--- src/rtl/distance_filter_pkg.sv ---
// distance_filter_pkg: shared state type and widths for the distance filter
package distance_filter_pkg;
  typedef enum logic [1:0] {EMPTY, FILL, RUN} state_t;
  localparam int DIST_W = 6;
  function automatic int SUM_W(input int avg_log2);
    return DIST_W + avg_log2;
  endfunction
endpackage

--- src/rtl/distance_filter_tick_gen.sv ---
// tick_gen: free-running divider producing a one-cycle pulse every DIV clocks
module tick_gen #(
  parameter int DIV = 35000000
) (
  input  logic CLK50MHZ,
  input  logic RSTN,
  output logic tick
);
  localparam int W = $clog2(DIV);
  localparam logic [W-1:0] LAST = W'(DIV - 1);
  logic [W-1:0] count;
  assign tick = count == LAST;
  always_ff @(posedge CLK50MHZ)
    count <= !RSTN || tick ? '0 : count + 1'b1;
endmodule

--- src/rtl/distance_filter.sv ---
// distance_filter: moving average of sampled distances with miss flush and hysteretic proximity flag
module distance_filter
  import distance_filter_pkg::*;
#(
  parameter int SAMPLE_DIV = 35000000,
  parameter int AVG_LOG2   = 2,
  parameter int MISS_LIMIT = 3,
  parameter int NEAR_CM    = 10,
  parameter int FAR_CM     = 14
) (
  input  logic              CLK50MHZ,
  input  logic              RSTN,
  input  logic [DIST_W-1:0] dist_in,
  output logic              sample_tick,
  output logic [DIST_W-1:0] dist_avg,
  output logic              avg_valid,
  output logic              near,
  output logic              near_rise
);
  localparam int SW = SUM_W(AVG_LOG2);
  localparam int FW = AVG_LOG2 + 1;
  localparam int MW = $clog2(MISS_LIMIT + 1);
  localparam int DEPTH = 1 << AVG_LOG2;
  localparam logic [FW-1:0] FULL = FW'(DEPTH);
  localparam logic [MW-1:0] MLIM = MW'(MISS_LIMIT);
  localparam logic [DIST_W-1:0] NEAR_T = DIST_W'(NEAR_CM);
  localparam logic [DIST_W-1:0] FAR_T = DIST_W'(FAR_CM);
  state_t state;
  logic [DIST_W-1:0] ring [DEPTH];
  logic [AVG_LOG2-1:0] wr_ptr;
  logic [FW-1:0] fill, fill_n;
  logic [MW-1:0] miss, miss_n;
  logic [SW-1:0] sum;
  logic near_n;
  tick_gen #(.DIV(SAMPLE_DIV)) u_tick (
    .CLK50MHZ(CLK50MHZ),
    .RSTN(RSTN),
    .tick(sample_tick)
  );
  always_comb begin
    fill_n = fill == FULL ? FULL : fill + 1'b1;
    miss_n = miss + 1'b1;
    near_n = avg_valid && dist_avg < NEAR_T ? 1'b1 : !avg_valid || dist_avg >= FAR_T ? 1'b0 : near;
  end
  always_ff @(posedge CLK50MHZ) begin
    if (!RSTN) begin
      state <= EMPTY;
      wr_ptr <= '0;
      fill <= '0;
      miss <= '0;
      sum <= '0;
      for (int i = 0; i < DEPTH; i++) ring[i] <= '0;
      dist_avg <= '0;
      avg_valid <= 1'b0;
      near <= 1'b0;
      near_rise <= 1'b0;
    end else begin
      if (sample_tick && dist_in != '0) begin
        ring[wr_ptr] <= dist_in;
        sum <= sum - SW'(ring[wr_ptr]) + SW'(dist_in);
        wr_ptr <= wr_ptr + 1'b1;
        fill <= fill_n;
        miss <= '0;
        state <= fill_n == FULL ? RUN : FILL;
      end else if (sample_tick && miss_n == MLIM) begin
        for (int i = 0; i < DEPTH; i++) ring[i] <= '0;
        sum <= '0;
        fill <= '0;
        wr_ptr <= '0;
        miss <= '0;
        state <= EMPTY;
      end else if (sample_tick) begin
        miss <= miss_n;
      end
      dist_avg <= state == RUN ? DIST_W'(sum >> AVG_LOG2) : '0;
      avg_valid <= state == RUN;
      near <= near_n;
      near_rise <= near_n && !near;
    end
  end
endmodule

--- config.mk ---
export PLATFORM = sky130hd
export DESIGN_NAME = distance_filter
export DESIGN_NICKNAME = d
export VERILOG_FILES = /design/src/rtl/distance_filter_pkg.sv /design/src/rtl/distance_filter_tick_gen.sv /design/src/rtl/distance_filter.sv
export SDC_FILE = /design/constraint.sdc
export NUM_CORES = 1
export LEC_CHECK = 0
export ABC_AREA = 1
export CORE_ASPECT_RATIO = 2
export CORE_MARGIN = 4
export CORE_UTILIZATION = 46
export CTS_BUF_LIST = sky130_fd_sc_hd__clkbuf_8
export CTS_CLUSTER_DIAMETER = 200
export DETAILED_ROUTE_END_ITERATION = 7
export GPL_ROUTABILITY_DRIVEN = 1
export HOLD_SLACK_MARGIN = 0.03
export PLACE_DENSITY = 0.7
export SETUP_SLACK_MARGIN = 0.5
export SYNTH_ARGS = -nofsm -noshare
export SYNTH_HDL_FRONTEND = slang
export SYNTH_HIERARCHICAL = 1
export SYNTH_SLANG_ARGS = --single-unit
--- constraint.sdc ---
create_clock -name CLK50MHZ -period 3.2 [get_ports CLK50MHZ]
set_input_delay 0.64 -clock CLK50MHZ [delete_from_list [all_inputs] [get_ports CLK50MHZ]]
set_output_delay 0.64 -clock CLK50MHZ [all_outputs]
set_load 0.005 [all_outputs]
## Yosys cells after proc, flatten, opt, wreduce, memory -nomap -nowiden

Memory sizes are Yosys's and may differ from the RTL's. A register that Yosys moved wholly into a read port is not among the register bits.
Cells that the tools add are included.
W data, S select, Z words.

| storage, ports and cells | value |
|---|---|
| input bits | 8 |
| RAM bits | 24 |
| memories kept | 1 |
| register bits | 52 |
| word-level logic and storage cells | 71 |
| output and inout port bits | 10 |

Memory list:

| name | words | bits a word | rd ports | clocked after memory_dff | write ports | RTL line | source |
|---|---|---|---|---|---|---|---|
| ring | 4 | 6 | 1 | 1 | 4 | distance_filter.sv:29 | `logic [DIST_W-1:0] ring [DEPTH];` |

| operators by class | value |
|---|---|
| reduce and logical (&&, ||, !) cells | 14 |
| multiplexer cells | 28 |
| magnitude comparators | 2 |
| bitwise gates (word level) | 5 |
| $add $sub $neg | 6 |
| equality and inequality tests | 5 |

Operator list:

| cell | count |
|---|---|
| $mux W6 | 5 |
| $add A26 B1 Y26 const B | 1 |
| $eq A26 B26 Y1 const B | 1 |
| $mux W8 | 2 |
| $mux W2 | 7 |
| $mux W1 | 11 |
| $mux W3 | 3 |
| $add A8 B6 Y8 | 1 |
| $sub A8 B6 Y8 | 1 |
| $eq A3 B3 Y1 const B | 2 |
| $ge A6 B4 Y1 const B | 1 |
| $lt A6 B4 Y1 const B | 1 |
| $reduce_bool A6 Y1 | 1 |
| $reduce_or A6 Y1 | 1 |
| $add A2 B1 Y2 const B | 2 |
| $eq A2 B2 Y1 const B | 2 |
| $logic_and A1 B1 Y1 | 4 |
| $or A1 B1 Y1 | 4 |
| $add A3 B1 Y3 const B | 1 |
| $logic_not A1 Y1 | 3 |
| $reduce_or A3 Y1 | 1 |
| $logic_or A1 B1 Y1 | 2 |
| $reduce_and A2 Y1 | 1 |
| $reduce_bool A2 Y1 | 1 |
| $not A1 Y1 | 1 |

## Depth between registers and ports, before layout

| logic depth | value |
|---|---|
| word-level depth | 9 |
| depth in mapped cells | 14 |

## Cells and area by module

Netlist, hierarchy kept.

Modules (own cells, without submodules):

| module | cells an instance | area each (sq um) | times used |
|---|---|---|---|
| distance_filter | 310 | 2626.3 | 1 |
| tick_gen | 239 | 1482.7 | 1 |

## Worst setup path after synthesis

OpenSTA, ideal clock, no wires.

| timing | value |
|---|---|
| kind | register to register |
| from | register with a tool-made name |
| to | register sum[7] |
| arrival | 2126 ps |
| setup time | 113 ps |
| path buffers | 1 |
| cell stages (with the launch flop) | 14 |
| slack | 961 ps |
| period minus slack after synthesis | 2239 ps |
| data required time | 3087 ps |
| cells stage by stage | dfxtp_1 inv_1 clkbuf_1 o21ai_0 o22ai_1 fa_1 inv_1 ha_1 a21oi_1 nand2_1 nand2_1 nand3_1 nand3_1 nand2_1 |

RTL lines:

| element | RTL line | source |
|---|---|---|
| end signal: assignment | distance_filter.sv:60 | `sum <= sum - SW'(ring[wr_ptr]) + SW'(dist_in);` |
| end: declaration | distance_filter.sv:33 | `logic [SW-1:0] sum;` |

## Final worst setup path

| timing | value |
|---|---|
| from | register u_tick.count[10] |
| to | output sample_tick |

| on the way | value |
|---|---|
| cells in the longest elaborated chain, start to end | 1 |

RTL lines:

| element | RTL line | source |
|---|---|---|
| start: declaration | distance_filter_tick_gen.sv:11 | `logic [W-1:0] count;` |
| start signal: assignment | distance_filter_tick_gen.sv:14 | `count <= !RSTN \|\| tick ? '0 : count + 1'b1;` |
| $eq A26 B26 Y1 | distance_filter_tick_gen.sv:12 | `assign tick = count == LAST;` |
| end: declaration | distance_filter.sv:14 | `output logic sample_tick,` |

No other way between the ends.

==> flow_summary_export.csv <==
group,metric,value,unit
clock_network,cts_max_path_buffers,2,
synthesis,synth_top_family_by_area,"simple AND/OR/NAND/NOR gates",
status,status,"finished clean",
setup_path,startpoint_type,"flop",
die,initial_core_util,0.475,
synthesis,synth_nets,579,
synthesis,yosys.area.top_type,"dfxtp_1",
synthesis,synth-edff-count,24,
timing,setup_viol,0,
placed_design,dp_hpwl,7.21,mm
timing,fin_setup_tns,0,ps
clock_network,cts_tree,"built",
clock_network,hold_buffers,0,
setup_path,arrival,1970,ps
timing,post-route-period-util,0.816,
route,finalWirelength,9.01,mm
finish,final_nets,609,
power,total_power,1.81,mW
finish,flow.area_growth_from_synthesis,11.7,%
timing,slew_headroom,0.544,
setup_path,crit_slowest_cell,"clkdlybuf4s50_1",
route,drt_pass1_iterations,4,
die,fp-row-count,48,
die,coreArea,8650,µm²
synthesis,synth_compound_area_frac,0.0515,
placed_design,place_congestion,0.943,
clock_network,clk_pin_slew_worst_paths,90,ps
timing,rsz0062_at_grt,"no",
setup_path,path_class,"reg2out",
clock_network,htreeDepth,3,
timing,drv_slew,0,
die,die_x,74.8,µm
clock_network,clock_sinks,78,
synthesis,synth-xor-area-share,0.0384,
global_route,antenna_found_initial,0,
synthesis,ys_seq_area_frac,0.438,
synthesis,synth_area_leaders,"dfxtp_1, edfxtp_1, nand2_1, nor2_1, inv_1",
power,peakVddDrop,0.000265,V
finish,antenna_cells,0,
route,wl_met3,196,µm
timing,fmax,383,MHz
timing,hold_viol_final,0,
synthesis,yosysTopAreaCellShare,0.263,
route,drtIter0Drc,165,
die,dieArea,10600,µm²
die,ios,18,
global_route,grt_max_degree,26,
clock_network,cts-root-buf,"clkbuf_8",
global_route,grt_pass1_wl,15.1,mm
synthesis,avgSynthCellArea,7.48,µm²
route,ant_nets,0,
global_route,grtUsageTotal,0.189,
run,maxCapViolations,0,
setup_path,cpPeakStageDelay,510,ps
synthesis,synth_commonest_cells,"nand2_1, nor2_1, inv_1",
setup_path,crit_fanout,4,
route,via_per_inst,4.95,
timing,period_needed,2610,ps
synthesis,synth_fa_ha_area_frac,0.0780,
global_route,grt_pass1_vias,3460,
clock_network,cts_buffers,9,
placed_design,dpl-instance-area,4400,µm²
route,routed-wl-met2,5.56,mm
setup_path,path_buf_inv,1,
worst_hold_path,hold_path_class,"reg2reg",
clock_network,insertion_delay,360,ps
synthesis,async_flop_share,0,
setup_path,crit_chain,"nand2_2, nor3_1, nand3_1, nor2_4, clkdlybuf4s50_1",
synthesis,yosysMostFrequentCell,"nand2_1",
die,chipHeight,142,µm
power,pwr_density_cell,395,nW/µm²
synthesis,ys_ff_latch,78,
route,drc,0,
power,power_leakage,1.98,nW
route,wl_met1,3.02,mm
route,vias,3386,
route,highest_layer,"met4",
setup_path,cp-end-kind,"output port",
setup_path,path_delay_family,"simple AND/OR/NAND/NOR gates",
timing,worst_pin_slew,682,ps
finish,finalInstanceArea,4590,µm²
finish,drive_gt1_frac,0.0702,
setup_path,cp.required,2560,ps
timing,finClkSkew,12.6,ps
synthesis,yosysWarnings,6,
synthesis,synthMuxAreaShare,0,
synthesis,synthSimpleGateAreaFrac,0.300,
synthesis,synthFlopType,"dfxtp_1",
route,wire_per_inst,13.2,µm
synthesis,synthesis.area,4110,µm²
placed_design,numPortBuffers,17,
synthesis,synth_cell_types,28,
global_route,grt-ovfl-total,0,
synthesis,synth_cells,549,
[kinds of logic (layout without fill, tap and decap cells)]
logic type,after synthesis,after routing
xor+xnor,18,18
fa+ha+maj,22,22
simple gates,300,300
flops,78,78
compound gates,36,36
buf+inv,95,130
[registers in the layout (all words and copies together) (netlist names), named ones only]
signal        flops
u_tick/count     26
ring             24
sum               8
dist_avg          6
fill              3
miss              2
state             2
wr_ptr            2
avg_valid         1
near              1
near_rise         1
[final cells by class]
| type | count | area (µm²) |
|---|---|---|
| clock buffer | 9 | 124 |
| fill | 848 | 4060 |
| sequential | 78 | 1800 |
| multi-input combinational | 376 | 1930 |
| clock inverter | 7 | 42.5 |
| inverter | 89 | 334 |
| timing repair buffer | 25 | 230 |
| tap | 100 | 125 |
[cells in the final DEF (no fill, tap or decap), types with 9 or more instances in the layout]
cell,n
clkdlybuf4s50_1,17
ha_1,16
nor2_1,115
nand2_1,134
dfxtp_1,53
xnor2_1,9
nand3_1,32
edfxtp_1,24
o21ai_0,17
xor2_1,9
clkbuf_8,9
inv_1,89
[final timing paths]
path                                  startpoint           to  slack [ps]  depth (start not counted)
worst max-delay path            u_tick/count[10]  sample_tick         590                          5
worst min-delay path                        near    near_rise         450                          1
worst max register to register              flop       sum[4]         720                         13
worst min register to register              near    near_rise         450                          1
[repair_timing]
action,4_1_cts,5_1_grt
pin swaps,1,0
resized for setup,3,1
setup buffers,1,0
endpoints found under the setup margin,1,1
[worst register-to-register path, cell delays in order (launching register included)]
cell and delay [ps]:
dfxtp_1 340, inv_1 160, o21ai_0 290, o22ai_1 170
fa_1 510, inv_1 40, ha_1 350, nand2_1 80
inv_1 50, nand2_1 60, nand3_1 100, nand2_1 80
nand2_1 50, o21ai_1 130
[routing by layer]
metal | vias up | GRT usage
met4 | 0 | 0.0882
met2 | 37 | 0.379
met5 | - | 0
li1 | 1752 | -
met3 | 19 | 0.0383
met1 | 1578 | 0.163
[through the flow]
stage | setup WS, ps | hold WS (ps) | utilization | instances
3_3_place_gp | 371 | 428 | 0.509 | 667
5_1_grt | 503 | 471 | 0.531 | 684
6_report | 590 | 446 | 0.531 | 684
2_1_floorplan | 961 | 403 | - | 549
4_1_cts | 557 | 452 | 0.531 | 684
3_5_place_dp | 339 | 437 | 0.509 | 667
[where the power goes]
group	internal, mW	switching (mW)	leakage [nW]	total, mW
registers	1.03	0.00598	0.664	1.04
clock network	0.276	0.366	0.0828	0.642
logic	0.0462	0.0845	1.23	0.131
total	1.36	0.456	1.98	1.81
Power figures use the tool's default switching activity.
==> RTL change: new RTL, same settings <==
Set the parameter `AVG_LOG2` to 1 (it was 2).
--- a/src/rtl/distance_filter.sv
+++ b/src/rtl/distance_filter.sv
@@ -4,5 +4,5 @@
 #(
   parameter int SAMPLE_DIV = 35000000,
-  parameter int AVG_LOG2   = 2,
+  parameter int AVG_LOG2   = 1,
   parameter int MISS_LIMIT = 3,
   parameter int NEAR_CM    = 10,
Function: same outputs for any inputs over 10 cycles, from zero or initial values and one cycle with RSTN low; that may be too few to reach the edited logic, so the function may still have changed.
==> RTL change against the unedited design <==
Clock power grew 17%; critical path depth unchanged; sequential cell count decreased by 17; area after synthesis down 19%; core utilization increased by 1.7 points; synthesized cell count fell by 19%; power fell by 7.9%; first-iteration DRC count fell by 6.7%; register-to-register slack improved by 0.04 ns; critical path type unchanged; non-clock buffer count shrank 5; setup slack worse by 0.0064 ns; highest routed layer unchanged; global-route usage decreased by 0.62 points; wire length down 21%; cell area is 17% lower.
==> RTL change: results (changes against the unedited design) <==
----------------------------------------------------
[Run status]
  Result of the run ... completed

[Layout]
  Largest registers ... u_tick/count x26, ring x12, sum x7

[Yosys]
  Avg Cell Area, Syn ... 7.44 sq um (-0.63%)
  Multiplexer area fraction after synthesis ... 2.04% (+2.0 points)
  Register area share after synthesis ... 40.4% (-3.4 points)
  Synth unique cells ... 34 (+21%)

[Setup path]
  Beginning of the critical path ... u_tick/count[20]$_SDFF_PP0_
  Worst-case register-to-register setup slack ... 0.76 ns (+0.04 ns)
  Crit Reg-Reg Endpoint ... sum[6]$_SDFFE_PN0N_

[Hold path]
  Min-Delay Path Depth ... 2 (+1)
  Worst Hold Endpoint ... sum[2]$_SDFFE_PN0N_

[Detailed routing]
  Length of routed met2 wiring ... 4080 um (-27%)
  Wire length on met1 ... 2460 um (-19%)
  Average wire per cell in the routed design ... 12.5 um (-5.4%)
  Vias after detailed routing ... 2748 (-19%)

[Power]
  Total power after layout ... 1.67 mW (-7.9%)
  Fraction of power spent switching nets ... 22.6% (-2.6 points)
  Part of the total power dissipated in sequential elements ... 47.8% (-9.6 points)

[Global routing]
  Global-route total usage across every layer ... 18.3% (-0.62 points)
  Global-route wire length before repair ... 11700 um (-23%)

[Placement]
  Cell area after placement ... 3580 sq um (-19%)
  Routability cong. ... 0.883 (-6.4%)
  Pre-CTS setup slack ... 0.386 ns (+0.0470 ns)

[CTS]
  Clock slew at reported path FFs ... 0.06 ns (-0.03 ns)

[Timing]
  Post-Route Hold Slack ... 0.449 ns (+0.00291 ns)
  Worst slew margin relative to its limit ... 55.5% (+1.2 points)
  FMAX ... 0.382 GHz (-0.24%)

----------------------------------------------------
-- RTL change: cell count changes after synthesis, moves of 4 or more --
cell,delta
dfxtp_1,-5
edfxtp_1,-12
ha_1,-6
inv_1,-13
mux2_2,+6
nand2_1,-26
nor2_1,-33
nor2_2,+4
o21ai_0,-14
o22ai_1,-6
-- RTL change: final cells by class --
class                           instances  area share, %
Clock inverter                          6           2.06
Tap cell                               90           2.94
Inverter                               77           7.55
Multi-Input combinational cell        304           43.8
Clock buffer                           10           3.59
Sequential cell                        61           35.0
Timing Repair Buffer                   20           5.03
-- RTL change: what timing repair did --
item / in CTS / in global routing
buffers inserted: 1 / 0
pin swaps: 1 / 0
gates resized for setup: 4 / 2
gates cloned: 0 / 0
endpoints found under the setup margin: 12 / 1
-- RTL change: layer usage --
metal | vias to the layer above | global-route usage [%]
met5 | - | 0
met4 | 0 | 12.2
met3 | 23 | 3.60
met2 | 60 | 35.1
met1 | 1253 | 15.6
li1 | 1412 | -
